### src/rtl/fifo_sync_param_if.sv
`default_nettype none
// ============================================================================
//  Module   : fifo_sync_param_if
//  Brief    : Handshake/status bundle between a FIFO producer/consumer and
//             the fifo_sync_param storage block.
//  Revision : 1.0  initial release
// ============================================================================
interface fifo_sync_param_if #(
  parameter int DATA_W = 16,
  parameter int ADDR_W = 4
);

  logic              i_flush;
  logic              i_clr_err;
  logic              i_wr_en;
  logic [DATA_W-1:0] i_data_in;
  logic              i_rd_en;
  logic [DATA_W-1:0] o_data_out;
  logic              o_fifo_full;
  logic              o_fifo_empty;
  logic              o_almost_full;
  logic              o_almost_empty;
  logic [ADDR_W:0]   o_count;
  logic              o_overflow;
  logic              o_underflow;

  // Requesting side: register file / shifter drives requests, observes status.
  modport master (
    output i_flush,
    output i_clr_err,
    output i_wr_en,
    output i_data_in,
    output i_rd_en,
    input  o_data_out,
    input  o_fifo_full,
    input  o_fifo_empty,
    input  o_almost_full,
    input  o_almost_empty,
    input  o_count,
    input  o_overflow,
    input  o_underflow
  );

  modport slave (
    input  i_flush,
    input  i_clr_err,
    input  i_wr_en,
    input  i_data_in,
    input  i_rd_en,
    output o_data_out,
    output o_fifo_full,
    output o_fifo_empty,
    output o_almost_full,
    output o_almost_empty,
    output o_count,
    output o_overflow,
    output o_underflow
  );

endinterface
`default_nettype wire

### src/rtl/fifo_sync_param.sv
`default_nettype none
// ============================================================================
//  Module   : fifo_sync_param
//  Brief    : Parametrised single-clock show-ahead FIFO with occupancy count,
//             almost-full/empty thresholds, flush and sticky error flags.
//  Revision : 1.0  initial release
// ============================================================================
module fifo_sync_param #(
  parameter int DATA_W    = 16,
  parameter int ADDR_W    = 4,
  parameter int AFULL_TH  = 12,
  parameter int AEMPTY_TH = 2
) (
  input  wire logic         i_clk,
  input  wire logic         i_rst_n,
  fifo_sync_param_if.slave  bus
);

  localparam int              c_DEPTH     = 1 << ADDR_W;
  localparam logic [ADDR_W:0] c_PTR_ONE   = (ADDR_W+1)'(1);
  localparam logic [ADDR_W:0] c_AFULL_TH  = (ADDR_W+1)'(AFULL_TH);
  localparam logic [ADDR_W:0] c_AEMPTY_TH = (ADDR_W+1)'(AEMPTY_TH);

  if (AFULL_TH > c_DEPTH) begin : g_bad_afull_th
    $error("fifo_sync_param: AFULL_TH must not exceed DEPTH");
  end
  if (AEMPTY_TH >= c_DEPTH) begin : g_bad_aempty_th
    $error("fifo_sync_param: AEMPTY_TH must be below DEPTH");
  end

  logic [DATA_W-1:0] r_mem [c_DEPTH];
  logic [ADDR_W:0]   r_wptr;
  logic [ADDR_W:0]   r_rptr;
  logic              r_overflow;
  logic              r_underflow;

  logic              w_empty;
  logic              w_full;
  logic [ADDR_W:0]   w_count;
  logic              w_rd_ok;
  logic              w_wr_ok;
  logic              w_ovf_set;
  logic              w_unf_set;

  // Extra wrap bit on each pointer distinguishes full from empty.
  assign w_empty = (r_wptr == r_rptr);
  assign w_full  = (r_wptr[ADDR_W] != r_rptr[ADDR_W]) &&
                   (r_wptr[ADDR_W-1:0] == r_rptr[ADDR_W-1:0]);
  assign w_count = r_wptr - r_rptr;

  // A read in the same cycle frees a slot, so a write while full still lands.
  assign w_rd_ok = bus.i_rd_en & ~w_empty;
  assign w_wr_ok = bus.i_wr_en & (~w_full | w_rd_ok);

  assign w_ovf_set = bus.i_wr_en & w_full & ~w_rd_ok & ~bus.i_flush;
  assign w_unf_set = bus.i_rd_en & w_empty & ~bus.i_flush;

  always_ff @(posedge i_clk or negedge i_rst_n) begin
    if (!i_rst_n) begin
      r_wptr <= '0;
      r_rptr <= '0;
    end else if (bus.i_flush) begin
      r_wptr <= '0;
      r_rptr <= '0;
    end else begin
      if (w_wr_ok) r_wptr <= r_wptr + c_PTR_ONE;
      if (w_rd_ok) r_rptr <= r_rptr + c_PTR_ONE;
    end
  end

  // Storage is deliberately not reset; flush leaves contents untouched.
  always_ff @(posedge i_clk) begin
    if (w_wr_ok && !bus.i_flush) begin
      r_mem[r_wptr[ADDR_W-1:0]] <= bus.i_data_in;
    end
  end

  // Sticky flags: a new error in the clearing cycle takes precedence.
  always_ff @(posedge i_clk or negedge i_rst_n) begin
    if (!i_rst_n) begin
      r_overflow  <= 1'b0;
      r_underflow <= 1'b0;
    end else begin
      r_overflow  <= w_ovf_set | (r_overflow  & ~bus.i_clr_err);
      r_underflow <= w_unf_set | (r_underflow & ~bus.i_clr_err);
    end
  end

  assign bus.o_data_out     = r_mem[r_rptr[ADDR_W-1:0]];
  assign bus.o_fifo_full    = w_full;
  assign bus.o_fifo_empty   = w_empty;
  assign bus.o_almost_full  = (w_count >= c_AFULL_TH);
  assign bus.o_almost_empty = (w_count <= c_AEMPTY_TH);
  assign bus.o_count        = w_count;
  assign bus.o_overflow     = r_overflow;
  assign bus.o_underflow    = r_underflow;

endmodule
`default_nettype wire

### src/flat_wrapper.sv
// flat-port wrapper written by rule: the top's interface ports become plain ports
module fifo_sync_param_flat 
#(
  parameter int DATA_W    = 16,
  parameter int ADDR_W    = 4,
  parameter int AFULL_TH  = 12,
  parameter int AEMPTY_TH = 2
)
  (i_clk, i_rst_n, bus_i_flush, bus_i_clr_err, bus_i_wr_en, bus_i_data_in, bus_i_rd_en, bus_o_data_out, bus_o_fifo_full, bus_o_fifo_empty, bus_o_almost_full, bus_o_almost_empty, bus_o_count, bus_o_overflow, bus_o_underflow);
  fifo_sync_param_if #(.DATA_W(DATA_W), .ADDR_W(ADDR_W)) bus_i ();
  input  wire logic i_clk;
  input  wire logic i_rst_n;
  input wire logic [$bits(bus_i.i_flush)-1:0] bus_i_flush;
  input wire logic [$bits(bus_i.i_clr_err)-1:0] bus_i_clr_err;
  input wire logic [$bits(bus_i.i_wr_en)-1:0] bus_i_wr_en;
  input wire logic [$bits(bus_i.i_data_in)-1:0] bus_i_data_in;
  input wire logic [$bits(bus_i.i_rd_en)-1:0] bus_i_rd_en;
  output wire logic [$bits(bus_i.o_data_out)-1:0] bus_o_data_out;
  output wire logic [$bits(bus_i.o_fifo_full)-1:0] bus_o_fifo_full;
  output wire logic [$bits(bus_i.o_fifo_empty)-1:0] bus_o_fifo_empty;
  output wire logic [$bits(bus_i.o_almost_full)-1:0] bus_o_almost_full;
  output wire logic [$bits(bus_i.o_almost_empty)-1:0] bus_o_almost_empty;
  output wire logic [$bits(bus_i.o_count)-1:0] bus_o_count;
  output wire logic [$bits(bus_i.o_overflow)-1:0] bus_o_overflow;
  output wire logic [$bits(bus_i.o_underflow)-1:0] bus_o_underflow;
  assign bus_i.i_flush = bus_i_flush;
  assign bus_i.i_clr_err = bus_i_clr_err;
  assign bus_i.i_wr_en = bus_i_wr_en;
  assign bus_i.i_data_in = bus_i_data_in;
  assign bus_i.i_rd_en = bus_i_rd_en;
  assign bus_o_data_out = bus_i.o_data_out;
  assign bus_o_fifo_full = bus_i.o_fifo_full;
  assign bus_o_fifo_empty = bus_i.o_fifo_empty;
  assign bus_o_almost_full = bus_i.o_almost_full;
  assign bus_o_almost_empty = bus_i.o_almost_empty;
  assign bus_o_count = bus_i.o_count;
  assign bus_o_overflow = bus_i.o_overflow;
  assign bus_o_underflow = bus_i.o_underflow;
  fifo_sync_param #(.DATA_W(DATA_W), .ADDR_W(ADDR_W), .AFULL_TH(AFULL_TH), .AEMPTY_TH(AEMPTY_TH)) u_core (.i_clk(i_clk), .i_rst_n(i_rst_n), .bus(bus_i));
endmodule
### config.mk
export PLATFORM = sky130hd
export DESIGN_NAME = fifo_sync_param_flat
export DESIGN_NICKNAME = d
export VERILOG_FILES = /design/src/rtl/fifo_sync_param_if.sv /design/src/rtl/fifo_sync_param.sv /design/src/flat_wrapper.sv
export SDC_FILE = /design/constraint.sdc
export NUM_CORES = 1
export LEC_CHECK = 0
export BUFFER_PORTS_ARGS = -buffer_cell sky130_fd_sc_hd__clkbuf_2
export CELL_PAD_IN_SITES_DETAIL_PLACEMENT = 1
export CELL_PAD_IN_SITES_GLOBAL_PLACEMENT = 2
export CORE_ASPECT_RATIO = 1.5
export CORE_MARGIN = 5
export CORE_UTILIZATION = 51
export DETAILED_ROUTE_END_ITERATION = 8
export GPL_TIMING_DRIVEN = 0
export PLACE_DENSITY_LB_ADDON = 0.1
export SLEW_MARGIN = 20
export SYNTH_ARGS = -nofsm -noshare
export SYNTH_HDL_FRONTEND = slang
export SYNTH_SLANG_ARGS = --single-unit
### constraint.sdc
create_clock -name i_clk -period 7.4 [get_ports i_clk]
set_input_delay 0 -clock i_clk [delete_from_list [all_inputs] [get_ports i_clk]]
set_output_delay 0 -clock i_clk [all_outputs]
set_load 0.05 [all_outputs]
# After elaboration in Yosys (flattened, before gate mapping)
# Memory sizes are Yosys's and may differ from the RTL's.
# Index checks and enable logic that the tools add are counted.
[totals]
memories = 1
wordCells = 41
register_bits = 12
latch_bits = 0
output_inout_bits = 27
mem_bits_rw = 256
romBits = 0
input_bits = 22
[mem_list]
columns = ["name", "words", "word_bits", "read_ports", "rd_clocked_by_memory_dff", "wr", "line", "text"]
rows = [
  ["u_core.r_mem", 16, 16, 1, 0, 1, "fifo_sync_param.sv:31", "logic [DATA_W-1:0] r_mem [c_DEPTH];"],
]
[classes]
reduce_logical = 5
n_eq_ne = 3
muxes = 6
bitwise_logic = 17
magnitude_cmp = 2
n_addsub = 3
mul = 0
shift = 0
n_div = 0
[op_table]
columns = ["operator", "n"]
rows = [
  ["$mux 5", 4],
  ["$add 5x1->5 const B", 2],
  ["$and 1x1->1", 9],
  ["$eq 5x5->1", 1],
  ["$ge 5x4->1 const B", 1],
  ["$le 5x2->1 const B", 1],
  ["$not 1->1", 5],
  ["$sub 5x5->5", 1],
  ["$eq 4x4->1", 1],
  ["$reduce_bool 2->1", 2],
  ["$or 1x1->1", 3],
  ["$logic_and 1x1->1", 2],
  ["$mux 1", 2],
  ["$logic_not 1->1", 1],
  ["$ne 1x1->1", 1],
]

# Longest topological paths before layout
[logic_depth]
word_depth = 8
ltp_mapped = 9
depth_no_buf = 8

# Least setup slack after synthesis
# OpenSTA, ideal clock, no wires.
[synth_path]
kind = "register to register"
from = "reg u_core.r_rptr[3]"
to = "mem u_core.r_mem[1][0] (enable)"
synth_period_minus_slack_ns = 3.304
slack_ns = 4.096
stages_incl_launch_ff = 10
arrival_ns = 2.895
path_buffers = 2
setup_time_ns = 0.409
required_time_ns = 6.991
cell_sequence = "dfrtp_1 > buf_2 > clkinv_1 > clkbuf_1 > ha_1 > nand4_1 > o31ai_1 > nor2_1 > nand2_1 > nor3_1"
[synth_via]
elab_chain_cells = 8
elab_cells_between_ends = 11
classes_between = "eq/ne: 2; mux: 2; bitwise: 5; reduce/logical: 2"
[synth_rtl]
columns = ["element", "line", "text"]
rows = [
  ["start, declared", "fifo_sync_param.sv:33", "logic [ADDR_W:0] r_rptr;"],
  ["start signal, assigned", "fifo_sync_param.sv:67", "if (w_rd_ok) r_rptr <= r_rptr + c_PTR_ONE;"],
  ["$eq 5x5->1 / $eq 4x4->1 (equally long branches)", "fifo_sync_param.sv:46, fifo_sync_param.sv:48", ""],
  ["$not 1->1 / $logic_and 1x1->1 (equally long branches)", "fifo_sync_param.sv:52, fifo_sync_param.sv:47", ""],
  ["$and 1x1->1 / $not 1->1 (equally long branches)", "fifo_sync_param.sv:52, fifo_sync_param.sv:53", ""],
  ["$or 1x1->1 (*)", "fifo_sync_param.sv:53", "assign w_wr_ok = bus.i_wr_en & (~w_full | w_rd_ok);"],
  ["$and 1x1->1 (*)", "fifo_sync_param.sv:53", ""],
  ["$logic_and 1x1->1 (*)", "fifo_sync_param.sv:73", "if (w_wr_ok && !bus.i_flush) begin"],
  ["$mux 1 (*)", "fifo_sync_param.sv:73", ""],
  ["$mux 1 (implied by the code) (*)", "fifo_sync_param.sv:74", "r_mem[r_wptr[ADDR_W-1:0]] <= bus.i_data_in;"],
  ["end, declared", "fifo_sync_param.sv:31", ""],
]
# Every way passes the cells marked *; elsewhere a longest branch is shown, timed or not.

# Worst setup path in the final report
[layout_path]
from = "reg u_core.r_rptr[3]"
to = "mem u_core.r_mem[0][9] (enable)"
# The elaborated chain is that of the path after synthesis.

==> metrics.txt <==
Syn. warnings 0; Leak ~4 nW; I/O pin cnt between 40 and 50; routed vias 5376; Port-buffer cells 48; GRT Overall Usage between 20% and 30%; cells after synthesis approximately 540; layout cell share with drive strength beyond 1 ~25%; final net count about 700; synthesized area ~11000 um2; clk root buf clkbuf_16; Fin. Hold Viols 0; clock slew at reported path FFs 0.06 ns; syn_area_per_cell 20.0 um2; f_max ~260 MHz; number of enable flip-flop cells after synthesis roughly 260; Core ar. roughly 21000 um2; Syn Nets 569; worst hold path startpoint bus_i_flush; synth-to-layout area growth 16.4%; initial antenna violation count 0; unrepaired setup endpoints after global routing no; # rows 65; asr flop ratio synth under 10%; setup bufs post-CTS 0; Yosys reg bits roughly 270; drt pass-1 iters 4; clock sink count 268; CTS buffer count 25; total gr overflow 0; Pwr Total 3.42 mW; Worst-Margin Slew a little under 0.9 ns; worst endpoint required time roughly 7.6 ns; vias in the first global route 5925; Worst Reg-to-Reg Cells 11; outcome finished clean; Final Max Slew Viols 0; CTS tree built; register-to-register setup slack around 3.6 ns; Reg2Reg Launch Point u_core.r_rptr[3]; Max Cap Viol 0; fin util roughly three fifths; min Tclk post-route ~3.8 ns; WHS Endpoint u_core.r_wptr[4]; VDD IR-drop max 0.210 mV; hold_ws ~0.086 ns; detailed placement HPWL ~17000 um; Die ar. 24200 um2; ANT cells 0; Residual DRC 0; Max H-tree Level 1; Total Neg Setup Slack 0 ns; Die Width about 130 um; crit share post-route around half; global-route wire length before repair 36400 um; Antenna Nets Post-Route 0; main flop type after synthesis edfxtp_1; HP Class in2reg; Hold Path Stages 3; Max FO, Critical Path 10; startpoint types register; Vias/cell 5.76; class of the most critical setup path reg2reg; setup violators final 0; sequential area share after synthesis 74.2%; Synth cell types 42; Place WS about 3.5 ns; r2r endpoint u_core.r_mem[0][9]; Cell Pwr Density roughly 270 nW/um2; Clock Path Buffers 3; largest net degree at the start of global routing 17; final wirelength 23500 um; Filler cells 1783; setup ws final ~3.6 ns; Initial Utilization between 50% and 60%; Worst Setup End Kind register; CP Data Arrival Time ~4.1 ns; First DRT Iteration DRCs about 320; clk_skew approximately 0.012 ns; final weighted congestion in routability-driven placement just under 0.9; Slew headroom 41.4%; Avg WL per Cell between 20 and 30 um; Clock Latency Late Sink roughly 0.5 ns; die height between 150 and 200 um
-- worst max path at each step --
stage	from	end	slack, ns	cells after the start
after CTS	u_core.r_rptr[3]	u_core.r_mem[0][9]	3.47	11
after detailed placement	u_core.r_rptr[3]	u_core.r_mem[0][8]	3.46	11
after global placement	u_core.r_rptr[3]	u_core.r_mem[0][8]	2.29	9
after global routing	u_core.r_rptr[3]	u_core.r_mem[0][6]	3.20	11
after floorplan	u_core.r_rptr[3]	u_core.r_mem[1][0]	4.10	9
final	u_core.r_rptr[3]	u_core.r_mem[0][9]	3.56	11
-- synth_stat cells (all sizes together), types with 6 or more instances --
master,n,area share (%)
edfxtp,256,71
a221oi,16,1.3
nand2,11,0.43
inv,12,0.42
nor2,22,0.86
dfrtp,12,2.8
a21oi,6,0.28
mux4,48,11
clkbuf,8,0.28
mux2i,48,4.5
ha,9,1.0
buf,18,1.8
xnor2,7,0.64
o21ai,34,1.6
-- cell type report --
type                       instances  area (um2)  share of cell area, %
clock inverter                     8        37.5                  0.300
multi-input combinational        230        2550                   20.4
clock buffer                      32         652                   5.20
buffer                            26         223                   1.78
timing repair buffer              89         688                   5.49
inverter                          13        48.8                  0.390
sequential                       268        7990                   63.8
tap                              268         335                   2.68
-- layer usage --
metal / vias up / global-route usage [%] / wire length (um)
met5: - / 0 / 0
met4: 0 / 4.28 / 376
met3: 28 / 2.28 / 828
met2: 105 / 36.2 / 12900
met1: 2814 / 26.5 / 9350
li1: 2429 / - / -
-- state kept, by name, indices dropped and copies added, names as in the netlist --
name and flops:
u_core.r_wptr 5, u_core.bus.o_overflow 1, u_core.r_mem 256, u_core.bus.o_underflow 1, u_core.r_rptr 5
-- stage by stage --
stage / area [um2] / instances
5_1_grt: 12500 / 934
3_3_place_gp: 11300 / 853
2_1_floorplan: 10800 / 537
6_report: 12500 / 934
3_5_place_dp: 11600 / 871
4_1_cts: 12500 / 934
-- logic make-up (layout without fill, tap and decap cells) --
kind of cell	count (synthesis)	count (layout)	synth area share [%]
xor+xnor	10	10	0.884
fa+ha+maj	10	10	1.23
buf+inv	39	168	2.52
compound gates	64	64	3.84
mux	96	96	15.1
simple gates	50	50	2.21
flops	268	268	74.2
-- critical path: stages (launching register included) --
cell and delay (ns):
dfrtp_1 0.31, buf_2 0.22, clkinv_1 0.36, clkbuf_1 0.38
ha_1 0.43, nand4_1 0.17, o31ai_1 0.17, nor2_1 0.27
nand2_1 0.28, nor3_2 0.46, buf_4 0.27, buf_4 0.21
-- what timing repair did --
| item | CTS | global route |
|---|---|---|
| gates resized for setup | 0 | 0 |
| hold buffers | 23 | 0 |
| endpoints found under the hold margin | 277 | 0 |
-- cell usage in the layout (no fill, tap or decap), types with 2 or more instances in the layout --
master and instances:
nand2_2 2, mux4_1 17, ha_1 9, a21oi_1 6
clkbuf_16 25, dlygate4sd3_1 23, xor2_1 3, a21o_1 3
nand4_1 3, a221oi_1 16, buf_2 6, dfrtp_1 12
mux4_2 31, clkinv_1 5, inv_1 11, o21ai_0 12
clkbuf_1 15, nor2_2 13, nand2_1 9, nand3_1 4
nor2_1 8, clkinv_2 3, nand2b_1 2, nor3_2 4
o21ai_1 22, clkbuf_2 48, xnor2_1 6, or3_1 2
buf_4 8, buf_6 5, buf_8 12, edfxtp_1 256
mux2i_1 48, buf_12 4
-- report_power, final --
group / internal [mW] / switching (mW)
logic: 0.236 / 0.381
clock network: 0.615 / 0.506
registers: 1.68 / 0.00786
No activity file was read; power rests on OpenSTA's default activity.
